**src/rtl/cv32e41s_pmp_imp_responder_if.sv**
```systemverilog
// Interfaces for the PMP implicit-read responder: the xPMP request/response side and the
// read-only OBI side. Signal names keep the responder's port names so the mapping stays obvious.

interface cv32e41s_pmp_imp_if;
  logic        pmp_imp_req_i;
  logic [31:0] pmp_imp_addr_i;
  logic        pmp_imp_rvalid_o;
  logic [31:0] pmp_imp_rdata_b0_o;
  logic [31:0] pmp_imp_rdata_b1_o;
  logic        pmp_imp_err_o;
  logic        busy_o;

  modport master (
    output pmp_imp_req_i, pmp_imp_addr_i,
    input  pmp_imp_rvalid_o, pmp_imp_rdata_b0_o, pmp_imp_rdata_b1_o, pmp_imp_err_o, busy_o
  );

  modport slave (
    input  pmp_imp_req_i, pmp_imp_addr_i,
    output pmp_imp_rvalid_o, pmp_imp_rdata_b0_o, pmp_imp_rdata_b1_o, pmp_imp_err_o, busy_o
  );
endinterface

interface cv32e41s_obi_rd_if;
  logic        obi_req_o;
  logic        obi_gnt_i;
  logic [31:0] obi_addr_o;
  logic        obi_we_o;
  logic [3:0]  obi_be_o;
  logic [2:0]  obi_prot_o;
  logic        obi_rvalid_i;
  logic [31:0] obi_rdata_i;
  logic        obi_err_i;

  modport master (
    output obi_req_o, obi_addr_o, obi_we_o, obi_be_o, obi_prot_o,
    input  obi_gnt_i, obi_rvalid_i, obi_rdata_i, obi_err_i
  );

  modport slave (
    input  obi_req_o, obi_addr_o, obi_we_o, obi_be_o, obi_prot_o,
    output obi_gnt_i, obi_rvalid_i, obi_rdata_i, obi_err_i
  );
endinterface

```
**src/rtl/cv32e41s_pmp_imp_responder.sv**
```systemverilog
// Serves xPMP implicit table reads as two OBI word reads (base, base+4) returned together.
// Optional watchdog enabled by defining CV32E41S_PMP_IMP_TIMEOUT_EN.

module cv32e41s_pmp_imp_responder #(
  parameter int MAX_OUTSTANDING = 2,
  parameter int TIMEOUT_CYCLES  = 255
) (
  input logic               clk,
  input logic               rst_n,
  cv32e41s_pmp_imp_if.slave pmp,
  cv32e41s_obi_rd_if.master obi
);

  if (!(MAX_OUTSTANDING == 1 || MAX_OUTSTANDING == 2) ||
      TIMEOUT_CYCLES < 1 || TIMEOUT_CYCLES > 65535) begin : g_bad_param
    $error("cv32e41s_pmp_imp_responder: illegal parameter value");
  end

  typedef enum logic [2:0] {IDLE, ADDR0, WAIT0, ADDR1, DATA, DONE} state_e;

  state_e      state_q, state_d;
  logic [31:0] base_q, base_d;
  logic [31:0] b0_q, b0_d;
  logic [31:0] b1_q, b1_d;
  logic        err_q, err_d;
  logic [1:0]  out_q, out_d;
  logic [1:0]  rcv_q, rcv_d;
  logic        req_int;
  logic        gnt_acc;
  logic        rsp_acc;
`ifdef CV32E41S_PMP_IMP_TIMEOUT_EN
  logic [15:0] wdog_q, wdog_d;
`endif

  always_comb begin
    state_d = state_q;
    base_d  = base_q;
    b0_d    = b0_q;
    b1_d    = b1_q;
    err_d   = err_q;
    rcv_d   = rcv_q;
    // Never request while the in-flight limit is already used up.
    req_int = ((state_q == ADDR0) || (state_q == ADDR1)) &&
              (out_q < 2'(MAX_OUTSTANDING));
    gnt_acc = req_int && obi.obi_gnt_i;
    rsp_acc = (state_q != IDLE) && obi.obi_rvalid_i && (out_q != 2'd0);
    out_d   = out_q + {1'b0, gnt_acc} - {1'b0, rsp_acc};

    if (rsp_acc) begin
      if (rcv_q == 2'd0) b0_d = obi.obi_rdata_i;
      else               b1_d = obi.obi_rdata_i;
      rcv_d = rcv_q + 2'd1;
      err_d = err_q | obi.obi_err_i;
    end

    unique case (state_q)
      IDLE: begin
        if (pmp.pmp_imp_req_i) begin
          state_d = ADDR0;
          base_d  = pmp.pmp_imp_addr_i & 32'hFFFF_FFFC;
          b0_d    = '0;
          b1_d    = '0;
          err_d   = 1'b0;
          rcv_d   = '0;
        end
      end
      ADDR0: if (gnt_acc) state_d = (MAX_OUTSTANDING == 1) ? WAIT0 : ADDR1;
      WAIT0: if (rcv_d != 2'd0) state_d = ADDR1;
      ADDR1: if (gnt_acc) state_d = DATA;
      DATA:  if (rcv_d == 2'd2) state_d = DONE;
      DONE:  state_d = IDLE;
      default: state_d = IDLE;
    endcase

`ifdef CV32E41S_PMP_IMP_TIMEOUT_EN
    wdog_d = wdog_q;
    if (state_q == IDLE) begin
      if (pmp.pmp_imp_req_i) wdog_d = '0;
    end else if (obi.obi_gnt_i || obi.obi_rvalid_i) begin
      wdog_d = '0;
    end else begin
      wdog_d = wdog_q + 16'd1;
    end
    // Abandon the access; clearing outstanding makes any late response a drop.
    if ((state_q inside {ADDR0, WAIT0, ADDR1, DATA}) &&
        (wdog_d == 16'(TIMEOUT_CYCLES))) begin
      state_d = DONE;
      err_d   = 1'b1;
      out_d   = '0;
    end
`endif
  end

  always_ff @(posedge clk or negedge rst_n) begin
    if (!rst_n) begin
      state_q <= IDLE;
      base_q  <= '0;
      b0_q    <= '0;
      b1_q    <= '0;
      err_q   <= 1'b0;
      out_q   <= '0;
      rcv_q   <= '0;
`ifdef CV32E41S_PMP_IMP_TIMEOUT_EN
      wdog_q  <= '0;
`endif
    end else begin
      state_q <= state_d;
      base_q  <= base_d;
      b0_q    <= b0_d;
      b1_q    <= b1_d;
      err_q   <= err_d;
      out_q   <= out_d;
      rcv_q   <= rcv_d;
`ifdef CV32E41S_PMP_IMP_TIMEOUT_EN
      wdog_q  <= wdog_d;
`endif
    end
  end

  // An errored entry is returned as all-zero so it decodes as PMP OFF.
  assign pmp.pmp_imp_rvalid_o   = (state_q == DONE);
  assign pmp.pmp_imp_err_o      = (state_q == DONE) && err_q;
  assign pmp.pmp_imp_rdata_b0_o = err_q ? 32'h0 : b0_q;
  assign pmp.pmp_imp_rdata_b1_o = err_q ? 32'h0 : b1_q;
  assign pmp.busy_o             = (state_q != IDLE);

  assign obi.obi_req_o  = req_int;
  assign obi.obi_addr_o = (state_q == ADDR1) ? (base_q + 32'd4) : base_q;
  assign obi.obi_we_o   = 1'b0;
  assign obi.obi_be_o   = 4'hF;
  assign obi.obi_prot_o = 3'b111;

endmodule

```
**src/flat_wrapper.sv**
```systemverilog
// flat-port wrapper written by rule: the top's interface ports become plain ports
module cv32e41s_pmp_imp_responder_flat 
#(
  parameter int MAX_OUTSTANDING = 2,
  parameter int TIMEOUT_CYCLES  = 255
)
  (clk, rst_n, pmp_pmp_imp_req_i, pmp_pmp_imp_addr_i, pmp_pmp_imp_rvalid_o, pmp_pmp_imp_rdata_b0_o, pmp_pmp_imp_rdata_b1_o, pmp_pmp_imp_err_o, pmp_busy_o, obi_obi_req_o, obi_obi_addr_o, obi_obi_we_o, obi_obi_be_o, obi_obi_prot_o, obi_obi_gnt_i, obi_obi_rvalid_i, obi_obi_rdata_i, obi_obi_err_i);
  cv32e41s_pmp_imp_if pmp_i ();
  cv32e41s_obi_rd_if obi_i ();
  input logic clk;
  input logic rst_n;
  input wire logic [$bits(pmp_i.pmp_imp_req_i)-1:0] pmp_pmp_imp_req_i;
  input wire logic [$bits(pmp_i.pmp_imp_addr_i)-1:0] pmp_pmp_imp_addr_i;
  output wire logic [$bits(pmp_i.pmp_imp_rvalid_o)-1:0] pmp_pmp_imp_rvalid_o;
  output wire logic [$bits(pmp_i.pmp_imp_rdata_b0_o)-1:0] pmp_pmp_imp_rdata_b0_o;
  output wire logic [$bits(pmp_i.pmp_imp_rdata_b1_o)-1:0] pmp_pmp_imp_rdata_b1_o;
  output wire logic [$bits(pmp_i.pmp_imp_err_o)-1:0] pmp_pmp_imp_err_o;
  output wire logic [$bits(pmp_i.busy_o)-1:0] pmp_busy_o;
  output wire logic [$bits(obi_i.obi_req_o)-1:0] obi_obi_req_o;
  output wire logic [$bits(obi_i.obi_addr_o)-1:0] obi_obi_addr_o;
  output wire logic [$bits(obi_i.obi_we_o)-1:0] obi_obi_we_o;
  output wire logic [$bits(obi_i.obi_be_o)-1:0] obi_obi_be_o;
  output wire logic [$bits(obi_i.obi_prot_o)-1:0] obi_obi_prot_o;
  input wire logic [$bits(obi_i.obi_gnt_i)-1:0] obi_obi_gnt_i;
  input wire logic [$bits(obi_i.obi_rvalid_i)-1:0] obi_obi_rvalid_i;
  input wire logic [$bits(obi_i.obi_rdata_i)-1:0] obi_obi_rdata_i;
  input wire logic [$bits(obi_i.obi_err_i)-1:0] obi_obi_err_i;
  assign pmp_i.pmp_imp_req_i = pmp_pmp_imp_req_i;
  assign pmp_i.pmp_imp_addr_i = pmp_pmp_imp_addr_i;
  assign pmp_pmp_imp_rvalid_o = pmp_i.pmp_imp_rvalid_o;
  assign pmp_pmp_imp_rdata_b0_o = pmp_i.pmp_imp_rdata_b0_o;
  assign pmp_pmp_imp_rdata_b1_o = pmp_i.pmp_imp_rdata_b1_o;
  assign pmp_pmp_imp_err_o = pmp_i.pmp_imp_err_o;
  assign pmp_busy_o = pmp_i.busy_o;
  assign obi_obi_req_o = obi_i.obi_req_o;
  assign obi_obi_addr_o = obi_i.obi_addr_o;
  assign obi_obi_we_o = obi_i.obi_we_o;
  assign obi_obi_be_o = obi_i.obi_be_o;
  assign obi_obi_prot_o = obi_i.obi_prot_o;
  assign obi_i.obi_gnt_i = obi_obi_gnt_i;
  assign obi_i.obi_rvalid_i = obi_obi_rvalid_i;
  assign obi_i.obi_rdata_i = obi_obi_rdata_i;
  assign obi_i.obi_err_i = obi_obi_err_i;
  cv32e41s_pmp_imp_responder #(.MAX_OUTSTANDING(MAX_OUTSTANDING), .TIMEOUT_CYCLES(TIMEOUT_CYCLES)) u_core (.clk(clk), .rst_n(rst_n), .pmp(pmp_i), .obi(obi_i));
endmodule
```
**config.mk**
```make
export PLATFORM = sky130hd
export DESIGN_NAME = cv32e41s_pmp_imp_responder_flat
export DESIGN_NICKNAME = d
export VERILOG_FILES = /design/src/rtl/cv32e41s_pmp_imp_responder_if.sv /design/src/rtl/cv32e41s_pmp_imp_responder.sv /design/src/flat_wrapper.sv
export SDC_FILE = /design/constraint.sdc
export NUM_CORES = 1
export LEC_CHECK = 0
export CAP_MARGIN = 10
export CORE_MARGIN = 3
export CORE_UTILIZATION = 43
export CTS_BUF_LIST = sky130_fd_sc_hd__clkbuf_4
export CTS_CLUSTER_SIZE = 25
export DETAILED_ROUTE_END_ITERATION = 12
export GPL_TIMING_DRIVEN = 0
export PLACE_DENSITY = 0.83
export SLEW_MARGIN = 20
export SYNTH_ARGS = -nofsm -noshare
export SYNTH_HDL_FRONTEND = slang
export SYNTH_SLANG_ARGS = --single-unit
```
**constraint.sdc**
```tcl
create_clock -name clk -period 1.8 [get_ports clk]
set_input_delay 0.18 -clock clk [delete_from_list [all_inputs] [get_ports clk]]
set_output_delay 0.18 -clock clk [all_outputs]
set_load 0.01 [all_outputs]
```
==> summary.txt, run 1 <==
Status
  • Result of the run: complete, but fails checks
  • Violated checks: negative setup slack

Clocking
  • Level count of the clock H-tree: 3
  • CTS tree: done
  • Number of buffers between clock root and the deepest sink: 2
  • CTS root buf: clkbuf_4
  • Number of clock buffers inserted by TritonCTS: 9
  • Clk Latency, worst-skew pair: 450 ps
  • CTS Sinks: 102
  • Clock transition time at the flip-flop clock pins of the worst setup and hold paths: 150 ps

Final layout
  • Total area of multi-input combinational cells: 2880 um2
  • Layout overhead on the synthesized area: 53.5%
  • Final cell count without fillers: 978
  • Fraction of final layout cells sized beyond drive strength 1: 36.8%
  • Filler cell count in the final layout: 910
  • Final Instance Area: 8140 um2
  • Seq. cell area: 2560 um2
  • Commonest non-fill, non-tap cell in the layout: nand2_1
  • Post-layout nets: 903
  • Commonest cells after routing, fill and taps aside: 138 x nand2_1, 97 x dfrtp_1, 79 x buf_2, 67 x buf_4, 67 x a21oi_1
  • Final Core Density: 69.5%

Power
  • Total chip power: 12.3 mW
  • Maximum vdd ir drop: 0.000763 V
  • Part of the power in registers: 32.9%
  • Internal power contribution: 7.24 mW
  • Switching power as a share of total power: 41.1%
  • Net switching power figure: 5.05 mW
  • Power per cell area: 1510 nW/um2
  • Leak pwr: 3.87 nW
  • Power share of the clock group: 8.6%
  • Combinational share of power: 58.5%

Worst setup path
  • Reg-to-reg critical path startpoint: u_core.state_q[1]
  • Worst reg2reg endpoint: u_core.base_q[20]
  • Reg-to-reg slack, setup: 60 ps
  • Signal arrival time at the worst endpoint: 2130 ps
  • Setup CP Type: register to output pin
  • Number of cells on the worst reg-to-reg path: 6
  • Cell repeated most along the worst path: buf_6
  • Type of destination of the critical path: output pin
  • Crit path launch type: register
  • Delay of the slowest cell on the worst path: 450 ps
  • Maximum fanout along the worst path: 7
  • Critical path's slowest cell: dfrtp_1
  • Cell chain of the critical path: nand4_4 > nor4_4 > buf_6 > buf_6 > buf_12 > nand3_2 > xnor2_1 > buf_2
  • Required time at the endpoint of the critical path: 1620 ps

Logic synthesis
  • Part of the Yosys area used for sequential elements: 48.1%
  • Library cell with the largest summed area after synthesis: dfrtp_1
  • FF+latch count, synth: 102
  • Netlist area before placement: 5300 um2
  • Count of yosys warnings during synthesis: 0
  • EDFF count, synth: 0
  • Primary FF master, synth: dfrtp_1
  • FFs w/ async S/R, synth: 100%
  • Synth Area per Inst: 9.19 um2
  • Number of distinct library cell variants in the gate-level netlist after synthesis: 41
  • Synth area leaders: dfrtp_1 48%, nand2_1 10%, nor2b_1 7.5%
  • Yosys top cell area share: 48.1%
  • Post-synthesis cell count: 577

GRT
  • Overall overflow remaining after global route: 0
  • Largest net degree at the start of global routing: 84
  • Via count of the first global-routing pass: 5115
  • Total routing usage reported by global routing: 24.2%
  • Number of antenna violations at the first check in global routing: 1
  • First-pass GRT wire length: 25800 um

Detailed routing
  • Violation count after the first detailed-route iteration: 322
  • DRT Pass-1 Iters: 5
  • Vias per Instance: 5.24
  • Total via count in the routed design: 5121
  • Remaining routing DRC violations: 0
  • Routed length per placed instance: 18.0 um
  • ANT nets after route: 0
  • Total routed wirelength: 17700 um

Timing
  • Min Tclk post-route: 2310 ps
  • Hold slack: 129 ps
  • Count of endpoints failing setup in the final report: 30
  • Final count of hold timing violations: 0
  • Portion of the clock cycle consumed by the worst path in the final layout: 128%
  • Clock skew after layout: 16.3 ps
  • Max Transition Viols Final: 0
  • Setup repair after global routing missed its margin: true
  • Final WS setup: -510 ps
  • Highest Clock Rate: 0.433 GHz

Placement
  • GP Congestion: 0.901
  • Placed cell areas: 7190 um2
  • Post-DP HPWL: 11400 um
  • Number of buffers inserted by port buffering: 165
  • Placed cell count: 894

Die
  • Standard-cell rows: 39
  • Top-level I/O count: 178
  • Starting density of the core: 45.3%
  • Floorplan die height: 117 um
  • Full die area: 13700 um2
  • Core Box Area: 11700 um2
  • Width of the die: 117 um

Hold path
  • Tightest Hold Check Type: primary input to asynchronous set/reset pin

Job
  • Reported max-cap violation count: 0
sequential cells by signal (all words and copies together) (netlist names):
register and cells:
u_core.b0_q 32, u_core.state_q 3, u_core.out_q 2, u_core.err_q 1, u_core.base_q 30, u_core.rcv_q 2
u_core.b1_q 32
per-layer routing:
| metal | vias to the layer above | track usage (%) | part of all wire (%) |
|---|---|---|---|
| li1 | 2384 | - | - |
| met4 | 0 | 10.1 | 2.9 |
| met1 | 2492 | 30.8 | 40 |
| met5 | - | 0 | 0 |
| met3 | 39 | 3.08 | 5.3 |
| met2 | 206 | 41.7 | 51 |
power groups by stage:
stage               logic, mW  registers, mW  clock network (mW)
finish                   7.19           4.04                1.05
global route             7.78           4.16                1.18
CTS                      6.51           3.96                1.09
detailed placement       5.85           4.12                   0
global placement         5.65           4.02                   0
floorplan                3.39           3.88                   0
through the flow:
| step | setup slack (ps) | TNS (ps) |
|---|---|---|
| 2_1_floorplan | 80.0 | 0 |
| 3_3_place_gp | -3160 | -347020 |
| 3_5_place_dp | -635 | -31380 |
| 4_1_cts | -424 | -9440 |
| 5_1_grt | -601 | -14730 |
| 6_report | -510 | -11480 |
critical path, delay by kind of cell (launching register included):
family	cells	cell delay [ps]
simple gates	3	480
xor+xnor	1	170
flops	1	450
buf+inv	4	570
kinds of logic (layout without fill, tap and decap cells):
kind of cell,Yosys count,count (layout),synth area share [%]
multiplexers,28,28,5.94
AO/OA/AOI/OAI,76,76,7.45
buffers and inverters,57,306,5.90
XOR/XNOR,33,33,5.45
adder cells (fa/ha/maj),4,4,0.944
flip-flops,102,102,48.1
AND/OR/NAND/NOR,275,275,26.0
other,2,11,0.142
cell usage after synthesis, types with 2 or more instances:
| master | n |
|---|---|
| nand2_1 | 142 |
| dfrtp_1 | 102 |
| a21oi_1 | 67 |
| nor2b_1 | 64 |
| mux2_2 | 28 |
| xnor2_1 | 28 |
| buf_2 | 19 |
| buf_4 | 14 |
| nor2_1 | 14 |
| nand3_1 | 13 |
| clkbuf_1 | 12 |
| nand4_1 | 10 |
| inv_1 | 8 |
| and3_1 | 6 |
| xor2_1 | 5 |
| and4_1 | 4 |
| ha_1 | 4 |
| nor3_1 | 4 |
| buf_6 | 3 |
| nand4b_1 | 3 |
| o21ai_0 | 3 |
| and2_1 | 2 |
| and3_2 | 2 |
| conb_1 | 2 |
| nand4_2 | 2 |
area by class of cell:
| type | count | area share [%] |
|---|---|---|
| inverter | 9 | 0.415 |
| multi-input combinational | 426 | 35.4 |
| clock buffer | 10 | 0.922 |
| timing repair buffer | 239 | 24.3 |
| buffer | 42 | 4.84 |
| antenna | 1 | 0.0307 |
| tap | 143 | 2.20 |
| clock inverter | 6 | 0.476 |
| sequential | 102 | 31.4 |
how the worst max path moves through the flow:
stage	from	end	slack, ps	depth (start not counted)
finish	u_core.base_q[13]	obi_obi_addr_o[16]	-510	8
global placement	rst_n	u_core.b0_q[17]	-3160	1
floorplan	u_core.state_q[1]	u_core.out_q[1]	80	8
global route	u_core.base_q[13]	obi_obi_addr_o[16]	-600	8
detailed placement	u_core.base_q[10]	obi_obi_addr_o[29]	-640	6
CTS	u_core.state_q[0]	obi_obi_addr_o[17]	-420	8
timing repair:
| item | in CTS | in global routing |
|---|---|---|
| pin swaps | 42 | 46 |
| setup buffers | 50 | 18 |
| endpoints found under the setup margin | 180 | 154 |
| gates cloned | 3 | 2 |
| hold endpoints to repair | 102 | 0 |
| hold buffers | 1 | 0 |
| gates resized for setup | 420 | 86 |
(Power assumes the default switching activity.)
==> inputs of run 2 (changes only) <==
CORE_UTILIZATION = 48   (was 43)
PLACE_DENSITY = 0.88   (was 0.83)
clock period = 2.59 ns   (was 1.8 ns; I/O delays follow)
==> run 2 against run 1 <==
The flow now finishes without violations. Final area is 7.6% lower. Global-route usage is 0.24 points lower. Flip-flop and latch count stayed put. Highest routed layer unchanged.
==> summary.txt, run 2 (synthesis gave the netlist of run 1 again) <==
Worst setup path
  • Critical path's slowest cell: dfrtp_1
  • Reg-to-reg critical path startpoint: u_core.rcv_q[0]
  • Setup CP Type: register to output pin
  • Crit path launch type: register
  • Cell chain of the critical path: nand4_4 > nor4_4 > buf_6 > buf_4 > nand4_1 > xnor2_1 > buf_2
  • Beginning of the critical path: u_core.base_q[10]
  • Reg-to-reg slack, setup: 440 ps (+380 ps)
  • Maximum fanout along the worst path: 6 (-1)
  • Type of destination of the critical path: output pin
  • Signal arrival time at the worst endpoint: 2320 ps (+190 ps)
  • Required time at the endpoint of the critical path: 2330 ps (+710 ps)
  • Delay of the slowest cell on the worst path: 440 ps (about the same)

Die
  • Top-level I/O count: 178 (unchanged)
  • Standard-cell rows: 37 (-5.1%)
  • Floorplan die height: 111 um (-5.1%)
  • Width of the die: 111 um (-5.1%)
  • Core Box Area: 10600 um2 (-9.9%)
  • Full die area: 12300 um2 (-9.9%)
  • Starting density of the core: 50.2% (+5.0 points)

Final layout
  • Commonest cells after routing, fill and taps aside: 142 x nand2_1, 137 x clkdlybuf4s50_1, 100 x dfrtp_1, 67 x a21oi_1, 64 x nor2b_1
  • Final cell count without fillers: 927 (-5.2%)
  • Fraction of final layout cells sized beyond drive strength 1: 17.2% (-20 points)
  • Registers with the most flip-flops: u_core.b0_q: 32 flops, u_core.b1_q: 32 flops, u_core.base_q: 30 flops
  • Final Instance Area: 7520 um2 (-7.6%)
  • Layout overhead on the synthesized area: 41.8%
  • Commonest non-fill, non-tap cell in the layout: nand2_1
  • Number of diodes: 0 (-1)
  • Post-layout nets: 860 (-4.8%)

Timing
  • Min Tclk post-route: 2580 ps
  • Portion of the clock cycle consumed by the worst path in the final layout: 99.6%
  • Highest Clock Rate: 0.388 GHz
  • Setup TNS Final: 0 ps (+11480 ps)
  • Final count of hold timing violations: 0 (unchanged)
  • Tightest slew margin relative to the limit: 57.1%
  • Clock skew after layout: 18.9 ps (+2.51 ps)
  • Tightest Pin Transition: 639 ps
  • Max Transition Viols Final: 0 (unchanged)
  • Hold slack: 200 ps (+71.9 ps)
  • Count of endpoints failing setup in the final report: 0 (-100%)

Placement
  • Post-DP HPWL: 11000 um (-3.4%)
  • GP Congestion: 0.895 (-0.69%)
  • Placed cell areas: 7180 um2 (-0.12%)
  • Number of buffers inserted by port buffering: 165 (unchanged)
  • Placed cell count: 887 (-0.78%)

Detailed routing
  • Total routed wirelength: 15100 um (-15%)
  • Remaining routing DRC violations: 0 (unchanged)
  • Vias per Instance: 5.26 (+0.47%)
  • ANT nets after route: 0 (unchanged)
  • Total via count in the routed design: 4877 (-4.8%)
  • DRT Pass-1 Iters: 6 (+1)
  • Routed length per placed instance: 16.3 um (-9.9%)
  • Violation count after the first detailed-route iteration: 280 (-13%)

Job
  • Reported max-cap violation count: 0 (unchanged)

Clocking
  • Number of buffers between clock root and the deepest sink: 2 (unchanged)
  • Clock transition time at the flip-flop clock pins of the worst setup and hold paths: 180 ps (+30 ps)
  • Level count of the clock H-tree: 3 (unchanged)
  • CTS Sinks: 102 (unchanged)
  • Clk Latency, worst-skew pair: 460 ps (about the same)
  • CTS tree: done
  • CTS root buf: clkbuf_4
  • Number of clock buffers inserted by TritonCTS: 9 (unchanged)

GRT
  • Largest net degree at the start of global routing: 80 (-4.8%)
  • Via count of the first global-routing pass: 4920 (-3.8%)
  • Overall overflow remaining after global route: 0 (unchanged)
  • First-pass GRT wire length: 24300 um (-5.9%)
  • Total routing usage reported by global routing: 24.0% (-0.24 points)
  • Number of antenna violations at the first check in global routing: 0 (-1)

Hold path
  • Tightest Hold Check Type: primary input to asynchronous set/reset pin

Power
  • Maximum vdd ir drop: 0.000522 V (-32%)
  • Total chip power: 7.85 mW (-36%)
  • Leak pwr: 3.27 nW (-15%)
  • Power per cell area: 1040 nW/um2 (-31%)

Status
  • Result of the run: complete, no violations
run 2: cell count changes in the layout (fill, tap and decap cells not counted), sizes merged:
cell | previous run | this run
bufinv | 0 | 1
clkbuf | 23 | 27
dlygate4sd2 | 17 | 14
clkdlybuf4s50 | 66 | 137
inv | 9 | 13
clkinv | 3 | 1
clkinvlp | 3 | 1
diode | 1 | 0
buf | 181 | 65
run 2: power breakdown:
| group | total [mW] | switching (mW) | internal, mW |
|---|---|---|---|
| clock | 0.907 | 0.586 | 0.320 |
| combinational | 4.17 | 2.08 | 2.10 |
| sequential | 2.77 | 0.482 | 2.29 |
run 2: cell type report:
type / count / area (um2)
Buffer: 48 / 290
Tap cell: 136 / 170
Fill cell: 772 / 3030
Sequential cell: 102 / 2550
Clock inverter: 7 / 88.8
Inverter: 9 / 33.8
Timing Repair Buffer: 190 / 1800
Multi-Input combinational cell: 426 / 2520
Clock buffer: 9 / 67.6
run 2: worst paths after layout:
kind,end,cells past startpoint
max,obi_obi_addr_o[29],7
min,u_core.b1_q[15],2
max reg2reg,u_core.b1_q[18],6
min reg2reg,u_core.b1_q[21],2
max in group asynchronous,u_core.base_q[5],3
min in group clk,u_core.b0_q[26],3
run 2: repair_timing:
action                     in CTS  in global routing
hold buffers                    1                  0
setup endpoints to repair      52                 35
pin swaps                       8                  7
hold endpoints to repair      102                  0
setup buffers                  18                  5
resized for setup              47                 26
run 2: metal layers:
metal,global-route usage (%),vias to the layer above,part of all wire (%)
met5,0,-,0
met4,10.1,0,3.8
met3,5.35,43,6.3
met2,41.3,192,51
met1,28.9,2347,39
li1,-,2295,-
run 2: critical path, delay by kind of cell (launching register included):
family        cells  cell delay (ps)
buf+inv           3              490
flops             1              440
simple gates      3              650
xor+xnor          1              280
run 2: metrics by stage:
step | util, % | setup WS (ps)
global placement | 67.8 | -2370
global route | 71.3 | -92.5
CTS | 70.8 | 7.35
floorplan | - | 832
detailed placement | 68.1 | 63.5
finish | 71.3 | 10.3
==> inputs of run 3 (changes only) <==
--- a/config.mk
+++ b/config.mk
@@ -13,5 +13,5 @@
 export DETAILED_ROUTE_END_ITERATION = 12
 export GPL_TIMING_DRIVEN = 0
-export PLACE_DENSITY = 0.88
+export PLACE_DENSITY = 0.84
 export SLEW_MARGIN = 20
 export SYNTH_ARGS = -nofsm -noshare
==> constraint.sdc (replaced) <==
create_clock -name clk -period 2.59 [get_ports clk]
set_input_delay 0.518 -clock clk [delete_from_list [all_inputs] [get_ports clk]]
set_output_delay 0.518 -clock clk [all_outputs]
set_load 0.01 [all_outputs]
==> run 3 against run 2 <==
The run now ends with negative setup slack left. Clock skew is 1.8 ps lower. Core utilization is 1.9 points higher. Total power is 1.3% higher. Routed wire length is 4.5% higher. Fmax is 6.5% lower. Via count is 2.6% higher. Combinational power is 3% higher. Flip-flop and latch count stayed put. Non-clock buffer count is 15 higher. Sequential share of layout area is 0.81 points lower. Worst hold slack better by 330 ps. Critical path type unchanged. Largest cell class is now multi-input combinational cells.
==> summary.txt, run 3 (synthesis gave the netlist of run 1 again) <==
Timing
  • Max Transition Viols Final: 0 (unchanged)
  • Highest Clock Rate: 0.362 GHz (-6.5%)
  • Final WS setup: -170 ps (-180 ps)
  • Portion of the clock cycle consumed by the worst path in the final layout: 107% (+6.9 points)
  • Count of endpoints failing setup in the final report: 16 (+16)
  • Hold slack: 526 ps (+326 ps)
  • Clock skew after layout: 17.0 ps (-1.83 ps)
  • Tightest slew margin relative to the limit: 56.9% (-0.15 points)
  • Tightest Pin Transition: 641 ps (+2.19 ps)
  • Setup TNS Final: -691 ps (-691 ps)
  • Final count of hold timing violations: 0 (unchanged)
  • Min Tclk post-route: 2760 ps (+180 ps)
  • Setup repair after global routing missed its margin: true

GRT
  • Largest net degree at the start of global routing: 65 (-19%)
  • Via count of the first global-routing pass: 4985 (+1.3%)
  • Total routing usage reported by global routing: 24.4% (+0.49 points)
  • Overall overflow remaining after global route: 0 (unchanged)
  • First-pass GRT wire length: 24600 um (+1.5%)
  • Number of antenna violations at the first check in global routing: 0 (unchanged)

Final layout
  • Post-layout nets: 875 (+1.7%)
  • Commonest cells after routing, fill and taps aside: 140 x nand2_1, 127 x clkdlybuf4s50_1, 96 x dfrtp_1, 67 x a21oi_1, 62 x nor2b_1
  • Seq. cell area: 2560 um2 (+0.20%)
  • Fraction of final layout cells sized beyond drive strength 1: 23.1% (+5.9 points)
  • Number of diodes: 0 (unchanged)
  • Filler cell count in the final layout: 756 (-2.1%)
  • Commonest non-fill, non-tap cell in the layout: nand2_1
  • Total area of multi-input combinational cells: 2610 um2 (+3.7%)
  • Final Core Density: 73.1% (+1.9 points)
  • Layout overhead on the synthesized area: 45.5%
  • Registers with the most flip-flops: u_core.b0_q: 32 flops, u_core.b1_q: 32 flops, u_core.base_q: 30 flops

Worst setup path
  • Required time at the endpoint of the critical path: 2070 ps (-260 ps)
  • Signal arrival time at the worst endpoint: 2240 ps (-80 ps)
  • Worst reg2reg endpoint: u_core.b1_q[7]
  • Maximum fanout along the worst path: 4 (-2)
  • Type of destination of the critical path: output pin
  • Number of cells on the worst reg-to-reg path: 6 (unchanged)
  • Reg-to-reg slack, setup: 480 ps (+40 ps)
  • Crit path launch type: register
  • Reg-to-reg critical path startpoint: u_core.rcv_q[0]
  • Beginning of the critical path: u_core.base_q[6]
  • Setup CP Type: register to output pin

Hold path
  • Tightest Hold Check Type: primary input to asynchronous set/reset pin

Clocking
  • CTS root buf: clkbuf_4
  • Level count of the clock H-tree: 3 (unchanged)
  • Clock transition time at the flip-flop clock pins of the worst setup and hold paths: 150 ps (-30 ps)
  • Number of buffers between clock root and the deepest sink: 2 (unchanged)
  • CTS Sinks: 102 (unchanged)
  • Number of clock buffers inserted by TritonCTS: 9 (unchanged)
  • CTS tree: done
  • Clk Latency, worst-skew pair: 440 ps (-20 ps)

Power
  • Leak pwr: 3.48 nW (+6.3%)
  • Maximum vdd ir drop: 0.000522 V (about the same)
  • Total chip power: 7.96 mW (+1.3%)
  • Power per cell area: 1030 nW/um2 (-1.3%)

Detailed routing
  • Vias per Instance: 5.31 (+1.0%)
  • Routed length per placed instance: 16.7 um (+2.9%)
  • Total via count in the routed design: 5006 (+2.6%)
  • DRT Pass-1 Iters: 5 (-1)
  • Violation count after the first detailed-route iteration: 256 (-8.6%)
  • ANT nets after route: 0 (unchanged)
  • Total routed wirelength: 15800 um (+4.5%)
  • Remaining routing DRC violations: 0 (unchanged)

Placement
  • Worst Setup Slack post-DPL: -263 ps (-326 ps)
  • Number of buffers inserted by port buffering: 165 (unchanged)
  • GP Congestion: 0.862 (-3.6%)
  • Post-DP HPWL: 11200 um (+1.2%)

Die
  • Width of the die: 111 um (unchanged)
  • Full die area: 12300 um2 (unchanged)
  • Top-level I/O count: 178 (unchanged)
  • Floorplan die height: 111 um (unchanged)
  • Starting density of the core: 50.2% (unchanged)
  • Standard-cell rows: 37 (unchanged)
  • Core Box Area: 10600 um2 (unchanged)

Status
  • Violated checks: negative setup slack
  • Result of the run: complete, but fails checks

Job
  • Reported max-cap violation count: 0 (unchanged)
==> run 3: changes by cell type in the layout (fill, tap and decap cells not counted), sizes merged <==
| cell | delta |
|---|---|
| dlygate4sd2 | -11 |
| buf | +35 |
| inv | -4 |
| clkinv | +3 |
| clkdlybuf4s15 | -3 |
| clkdlybuf4s50 | -10 |
| dlymetal6s2s | +8 |
| clkbuf | -3 |
==> run 3: per-stage QoR <==
step	cell area (um2)	std cells
2_1_floorplan	5330	585
3_3_place_gp	7160	886
3_5_place_dp	7180	887
4_1_cts	7540	932
5_1_grt	7720	942
6_report	7720	942
==> run 3: routing by layer <==
layer  track usage (%)  wire (um)
met2              41.9       7860
met4              11.4        674
met5                 0          0
met3              3.49        820
met1              30.5       6390
==> run 3: worst max path at each step <==
stage,cells past startpoint,end
after floorplan,5,obi_obi_addr_o[24]
after global placement,1,u_core.b1_q[15]
after detailed placement,6,obi_obi_addr_o[31]
after CTS,8,obi_obi_addr_o[27]
after global routing,8,obi_obi_addr_o[20]
final,8,obi_obi_addr_o[27]
==> run 3: repair_timing <==
| action | 4_1_cts | 5_1_grt |
|---|---|---|
| buffers inserted | 28 | 10 |
| endpoints found under the hold margin | 38 | 0 |
| setup endpoints to repair | 69 | 68 |
| cloned | 1 | 1 |
| pin swaps | 14 | 17 |
| hold buffers | 1 | 0 |
| gates resized for setup | 121 | 47 |
==> run 3: critical path: stages (launching register included) <==
cell     delay, ps
dfrtp_1        440
nand4_4        140
nor4_4         360
buf_6          160
buf_6           90
buf_6          100
nand4_1        110
xnor2_1        230
buf_2          170
==> run 3: where the power goes <==
group / switching (mW) / total, mW / internal (mW)
logic: 2.14 / 4.30 / 2.16
registers: 0.526 / 2.83 / 2.30
clock network: 0.526 / 0.830 / 0.304
==> run 3: area by class of cell <==
| class | instances | share of cell area, % |
|---|---|---|
| multi-input combinational | 426 | 33.9 |
| sequential | 102 | 33.2 |
| timing repair buffer | 206 | 24.7 |
| buffer | 47 | 3.86 |
| tap | 136 | 2.20 |
| clock buffer | 10 | 0.973 |
| clock inverter | 6 | 0.811 |
| inverter | 9 | 0.438 |
